**src/rtl/multicycle_control_fsm.sv**
```systemverilog
// Multi-cycle RV32I control sequencer: steps lw/sw/R/I/beq/jal through shared ALU and memory
// phases, with a memory-stall timeout, sticky trap on illegal opcodes and a retired counter.
module multicycle_control_fsm #(
    parameter int WAIT_LIMIT = 15,
    parameter int RET_W      = 32
) (
    input  logic             clk,
    input  logic             rst,
    input  logic [6:0]       op,
    input  logic             zero,
    input  logic             mem_ready,
    output logic             mem_req,
    output logic             adr_src,
    output logic             ir_write,
    output logic             mem_write,
    output logic             reg_write,
    output logic             pc_write,
    output logic [1:0]       result_src,
    output logic [1:0]       alu_src_a,
    output logic [1:0]       alu_src_b,
    output logic [1:0]       alu_op,
    output logic [1:0]       imm_src,
    output logic             trap,
    output logic [1:0]       trap_cause,
    output logic [RET_W-1:0] retired
);

    localparam logic [6:0] OP_LW  = 7'b0000011;
    localparam logic [6:0] OP_SW  = 7'b0100011;
    localparam logic [6:0] OP_R   = 7'b0110011;
    localparam logic [6:0] OP_I   = 7'b0010011;
    localparam logic [6:0] OP_BEQ = 7'b1100011;
    localparam logic [6:0] OP_JAL = 7'b1101111;

    localparam int WAIT_W = (WAIT_LIMIT < 2) ? 1 : $clog2(WAIT_LIMIT + 1);

    typedef enum logic [3:0] {
        FETCH, DECODE, MEMADR, MEMREAD, MEMWB, MEMWRITE,
        EXECR, EXECI, ALUWB, BEQ, JAL, TRAP
    } stateT;

    stateT             state, nextState;
    logic [WAIT_W-1:0] waitCnt;
    logic              memReqRaw, irWriteRaw, memWriteRaw, regWriteRaw, pcWriteRaw;
    logic              stalled, retire;
    logic [1:0]        entryCause;

    always_comb begin
        nextState   = state;
        memReqRaw   = 1'b0;
        adr_src     = 1'b0;
        irWriteRaw  = 1'b0;
        memWriteRaw = 1'b0;
        regWriteRaw = 1'b0;
        pcWriteRaw  = 1'b0;
        result_src  = 2'b00;
        alu_src_a   = 2'b00;
        alu_src_b   = 2'b00;
        alu_op      = 2'b00;
        entryCause  = 2'b00;
        case (state)
            FETCH: begin
                memReqRaw  = 1'b1;
                irWriteRaw = mem_ready;
                pcWriteRaw = mem_ready;
                alu_src_b  = 2'b10;
                result_src = 2'b10;
                if (mem_ready) nextState = DECODE;
            end
            DECODE: begin
                alu_src_a = 2'b01;
                alu_src_b = 2'b01;
                case (op)
                    OP_LW, OP_SW: nextState = MEMADR;
                    OP_R:         nextState = EXECR;
                    OP_I:         nextState = EXECI;
                    OP_BEQ:       nextState = BEQ;
                    OP_JAL:       nextState = JAL;
                    default: begin
                        nextState  = TRAP;
                        entryCause = 2'b01;
                    end
                endcase
            end
            MEMADR: begin
                alu_src_a = 2'b10;
                alu_src_b = 2'b01;
                nextState = (op == OP_SW) ? MEMWRITE : MEMREAD;
            end
            MEMREAD: begin
                memReqRaw = 1'b1;
                adr_src   = 1'b1;
                if (mem_ready) nextState = MEMWB;
            end
            MEMWB: begin
                result_src  = 2'b01;
                regWriteRaw = 1'b1;
                nextState   = FETCH;
            end
            MEMWRITE: begin
                memReqRaw   = 1'b1;
                adr_src     = 1'b1;
                memWriteRaw = mem_ready;
                if (mem_ready) nextState = FETCH;
            end
            EXECR: begin
                alu_src_a = 2'b10;
                alu_op    = 2'b10;
                nextState = ALUWB;
            end
            EXECI: begin
                alu_src_a = 2'b10;
                alu_src_b = 2'b01;
                alu_op    = 2'b10;
                nextState = ALUWB;
            end
            ALUWB: begin
                regWriteRaw = 1'b1;
                nextState   = FETCH;
            end
            BEQ: begin
                alu_src_a  = 2'b10;
                alu_op     = 2'b01;
                pcWriteRaw = zero;
                nextState  = FETCH;
            end
            JAL: begin
                alu_src_a  = 2'b01;
                alu_src_b  = 2'b10;
                pcWriteRaw = 1'b1;
                nextState  = ALUWB;
            end
            default: nextState = TRAP;
        endcase

        // A stall that reaches the limit traps, but a same-cycle mem_ready completes the access instead
        stalled = memReqRaw && !mem_ready;
        if ((WAIT_LIMIT != 0) && stalled && (waitCnt == WAIT_W'(WAIT_LIMIT))) begin
            nextState  = TRAP;
            entryCause = 2'b10;
        end

        retire = (nextState == FETCH) &&
                 ((state == MEMWB) || (state == MEMWRITE) || (state == ALUWB) || (state == BEQ));
    end

    always_comb begin
        imm_src = 2'b00;
        case (op)
            OP_SW:   imm_src = 2'b01;
            OP_BEQ:  imm_src = 2'b10;
            OP_JAL:  imm_src = 2'b11;
            default: imm_src = 2'b00;
        endcase
    end

    // Reset suppresses every enable so an aborted instruction leaves no partial write behind
    assign mem_req   = memReqRaw   && rst;
    assign ir_write  = irWriteRaw  && rst;
    assign mem_write = memWriteRaw && rst;
    assign reg_write = regWriteRaw && rst;
    assign pc_write  = pcWriteRaw  && rst;

    always_ff @(posedge clk) begin
        if (!rst) begin
            state      <= FETCH;
            waitCnt    <= '0;
            retired    <= '0;
            trap       <= 1'b0;
            trap_cause <= 2'b00;
        end else begin
            state <= nextState;
            if (stalled && (nextState == state)) waitCnt <= waitCnt + WAIT_W'(1);
            else                                 waitCnt <= '0;
            if (retire) retired <= retired + RET_W'(1);
            if ((nextState == TRAP) && (state != TRAP)) begin
                trap       <= 1'b1;
                trap_cause <= entryCause;
            end
        end
    end

endmodule

```
**config.mk**
```make
export PLATFORM = sky130hd
export DESIGN_NAME = multicycle_control_fsm
export DESIGN_NICKNAME = d
export VERILOG_FILES = /design/src/rtl/multicycle_control_fsm.sv
export SDC_FILE = /design/constraint.sdc
export NUM_CORES = 1
export LEC_CHECK = 0
export CORE_ASPECT_RATIO = 1.1
export CORE_MARGIN = 1
export CORE_UTILIZATION = 30
export CTS_CLUSTER_SIZE = 10
export DETAILED_ROUTE_END_ITERATION = 10
export GPL_TIMING_DRIVEN = 1
export RECOVER_POWER = 100
export SLEW_MARGIN = 20
export SYNTH_ARGS = -nofsm -noshare
export SYNTH_HDL_FRONTEND = slang
export SYNTH_SLANG_ARGS = --single-unit
```
**constraint.sdc**
```tcl
create_clock -name clk -period 1.9 [get_ports clk]
set_input_delay 0.19 -clock clk [delete_from_list [all_inputs] [get_ports clk]]
set_output_delay 0.19 -clock clk [all_outputs]
set_load 0.02 [all_outputs]
```
==> impl_metrics.csv <==
group,metric,value,unit
sta,min_period,1914,ps
synthesis,synth.most_common_cell,"nor2_1",
global_route,grt_util_all_layers,16.66,%
worst_setup_path,crit_start,"state[0]",
worst_setup_path,crit_chain,"buf_8, nor2b_1, o21a_2, nor4_2, buf_4, nand3_2, or3_1, a21oi_1",
clock_tree,htree_num_levels,2,
worst_setup_path,cp_num_buf_inv,2,
final_layout,syn_to_final_growth,56.95,%
die,rows,34,
worst_setup_path,cp_data_arrival_time,2140,ps
synthesis,yosys-top-cells-count,"nor2_1, dfxtp_1, xnor2_1",
synthesis,yosys.area_share.simple,35.30,%
clock_tree,clockBufferDepth,2,
routing,viasPerCell,4.877,
placed_design,portBuffers,61,
worst_hold_path,hold_class,"reg2reg",
sta,timing.final.ws_setup,-14.07,ps
worst_setup_path,crit_family,"simple AND/OR/NAND/NOR gates",
worst_hold_path,hold_path.startpoint,"waitCnt[0]",
final_layout,drive_gt1_share,27.92,%
sta,tightest_slew,427.5,ps
routing,firstDrtPassIters,4,
synthesis,ys_warn_count,0,
global_route,overflow,0,
clock_tree,clk_latency,300,ps
placed_design,hpwl,5215,µm
sta,hold_viol,0,
sta,skew,9.220,ps
synthesis,syn-num-nets,317,
job,max_cap_viol_count,0,
synthesis,syn_area_per_cell,8.289,µm²
synthesis,synth.area.top_cells,"dfxtp_1, nor2_1, xnor2_1, xor2_1, nand3_1",
synthesis,synth_area,0.002520,mm²
final_layout,utilization,49.19,%
synthesis,synth_top_family_by_area,"simple AND/OR/NAND/NOR gates",
final_layout,nets,431,
routing,via_count,2570,
run_status,violations,"setup timing",
synthesis,yosys.area.top_type,"dfxtp_1",
worst_setup_path,critPathLaunchType,"register",
clock_tree,cts_made_buffers,5,
sta,slew_headroom,71.43,%
placed_design,dp_slack,-317.6,ps
synthesis,synth_edf_count,0,
synthesis,synth_ff_type,"dfxtp_1",
global_route,antenna_found_initial,0,
routing,wl,7084,µm
routing,drtIter0Drc,82,
synthesis,syn_inst,304,
power,power,2.500,mW
final_layout,seq_area,869.6,µm²
power,p_per_area,632.1,mW/mm²
synthesis,synth_top_area_share,34.16,%
worst_setup_path,cp_data_required_time,2130,ps
clock_tree,tritoncts,"done",
clock_tree,clock_sinks,43,
final_layout,multi_input_area,0.001670,mm²
die,dieArea,0.008770,mm²
global_route,grt_pass1_wl,11580,µm
synthesis,async_flop_share,0,%
final_layout,n_antenna_cell,0,
die,dieHeight,98.12,µm
die,die_w,89.39,µm
worst_setup_path,cpMaxStageDelayCell,"dfxtp_4",
placed_design,place_area,0.003626,mm²
global_route,grt_max_degree,32,
sta,rsz0062_at_grt,"true",
synthesis,synth.distinct_cells,60,
die,start_util,31.34,%
routing,drc,0,
routing,wire_per_inst,13.44,µm
sta,finalCritPeriodShare,100.7,%
sta,setup_viol,1,
clock_tree,clockRootBuffer,"clkbuf_8",
worst_setup_path,slowest_delay,370,ps
synthesis,synth_seq_cells,43,
routing,drtAntennaViolNets,0,
synthesis,ys_seq_area_share,34.16,%
power,leakage,1.699,nW
global_route,grt_pass1_vias,2475,
worst_setup_path,setup.worst_path.end_class,"register",
synthesis,synth_compound_area_share,11.37,%
synthesis,synth_mux_area_share,0.8441,%
power,vdd.ir_drop.worst,0.4097,mV
die,coreArea,0.008040,mm²
placed_design,gp_congestion,0.8203,
final_layout,fin_area,0.003955,mm²
final_layout,nFillCells,777,
worst_setup_path,cp_max_fo,5,
sta,slew_viol_final,0,
clock_tree,cts_hold_buf,0,
die,io_pins,62,
synthesis,synthAdderAreaFrac,1.390,%
synthesis,synth_xor_area_share,11.47,%
clock_tree,path_clk_slew,80,ps
run_status,outcome,"finished with violations",
worst_setup_path,worst_r2r_startpoint,"state[0]",
sta,fmaxAchievable,522.4,MHz
worst_setup_path,path_class,"reg2reg",
==> path summary, 6_finish.rpt <==
path	endpoint	slack (ps)	cells after the start
min	waitCnt[0]	450	1
max reg2reg	retired[31]	-10	8
min reg2reg	waitCnt[0]	450	1
max	retired[31]	-10	8
==> timing repair <==
item                       in CTS  in global routing
resized for setup              41                 35
setup buffers                   2                  4
cloned                          1                  0
setup endpoints to repair      32                 31
pin swaps                       4                 19
==> layout make-up <==
class / count / share of cell area (%)
flip-flops and latches: 43 / 21.99
repair buffers: 126 / 28.63
inverters: 8 / 0.7593
clock inverters: 2 / 0.8858
clock buffers: 6 / 2.088
multi-input cells: 234 / 42.23
well taps: 108 / 3.417
==> report_power, final <==
group          internal, mW  total (mW)  leakage [nW]  switching [mW]
sequential            0.928       0.961         0.349          0.0328
combinational         0.400       0.799          1.29           0.398
clock                 0.426       0.740        0.0612           0.315
==> metrics by stage <==
stage,hold slack [ps],TNS [ps],std cells
after floorplan,417.6,0,304
after global placement,430.4,-5043,512
after detailed placement,445.2,-6831,512
after CTS,459.4,-16.33,523
after global routing,483.6,-507.7,527
final,454.4,-14.07,527
==> sequential cells by signal (all words and copies together) (netlist names) <==
register and count:
retired 32, state 4, trap 1, trap_cause 2, waitCnt 4
==> metal layers <==
layer / track usage [%] / share of wire [%]
met1: 21.07 / 45
met2: 28.19 / 50
met3: 2.959 / 3.5
met4: 5.495 / 1.6
met5: 0 / 0
==> layout by cell type (no fill, tap or decap), types with 3 or more instances in the layout <==
cell and instances:
buf_6 5, nand2_1 16, or3_1 4, nand2b_1 4, buf_4 55, and3_1 6
clkbuf_2 4, a21oi_1 9, xnor2_1 20, nor3_1 7, and2_1 5, nor4_4 6
nand3_1 14, dlygate4sd3_1 36, nand3_2 3, xor2_1 13, nand4_1 6, nor2b_2 3
dlygate4sd2_1 9, nor2_1 47, clkdlybuf4s50_1 8, o21ai_0 11, and4_1 3, nor3_2 4
a31oi_1 3, dfxtp_1 40, nor4_1 3, clkbuf_8 6, inv_1 6
==> cell families (layout without fill, tap and decap cells) <==
family	Yosys count	count (layout)
muxes	2	2
xor gates and xnor gates	33	33
buffers and inverters	27	142
AOI/OAI and AO/OA	44	44
DFF	43	43
and+or+nand+nor	152	152
adders and majority gates	3	3
No activity file was read; power rests on OpenSTA's default activity.
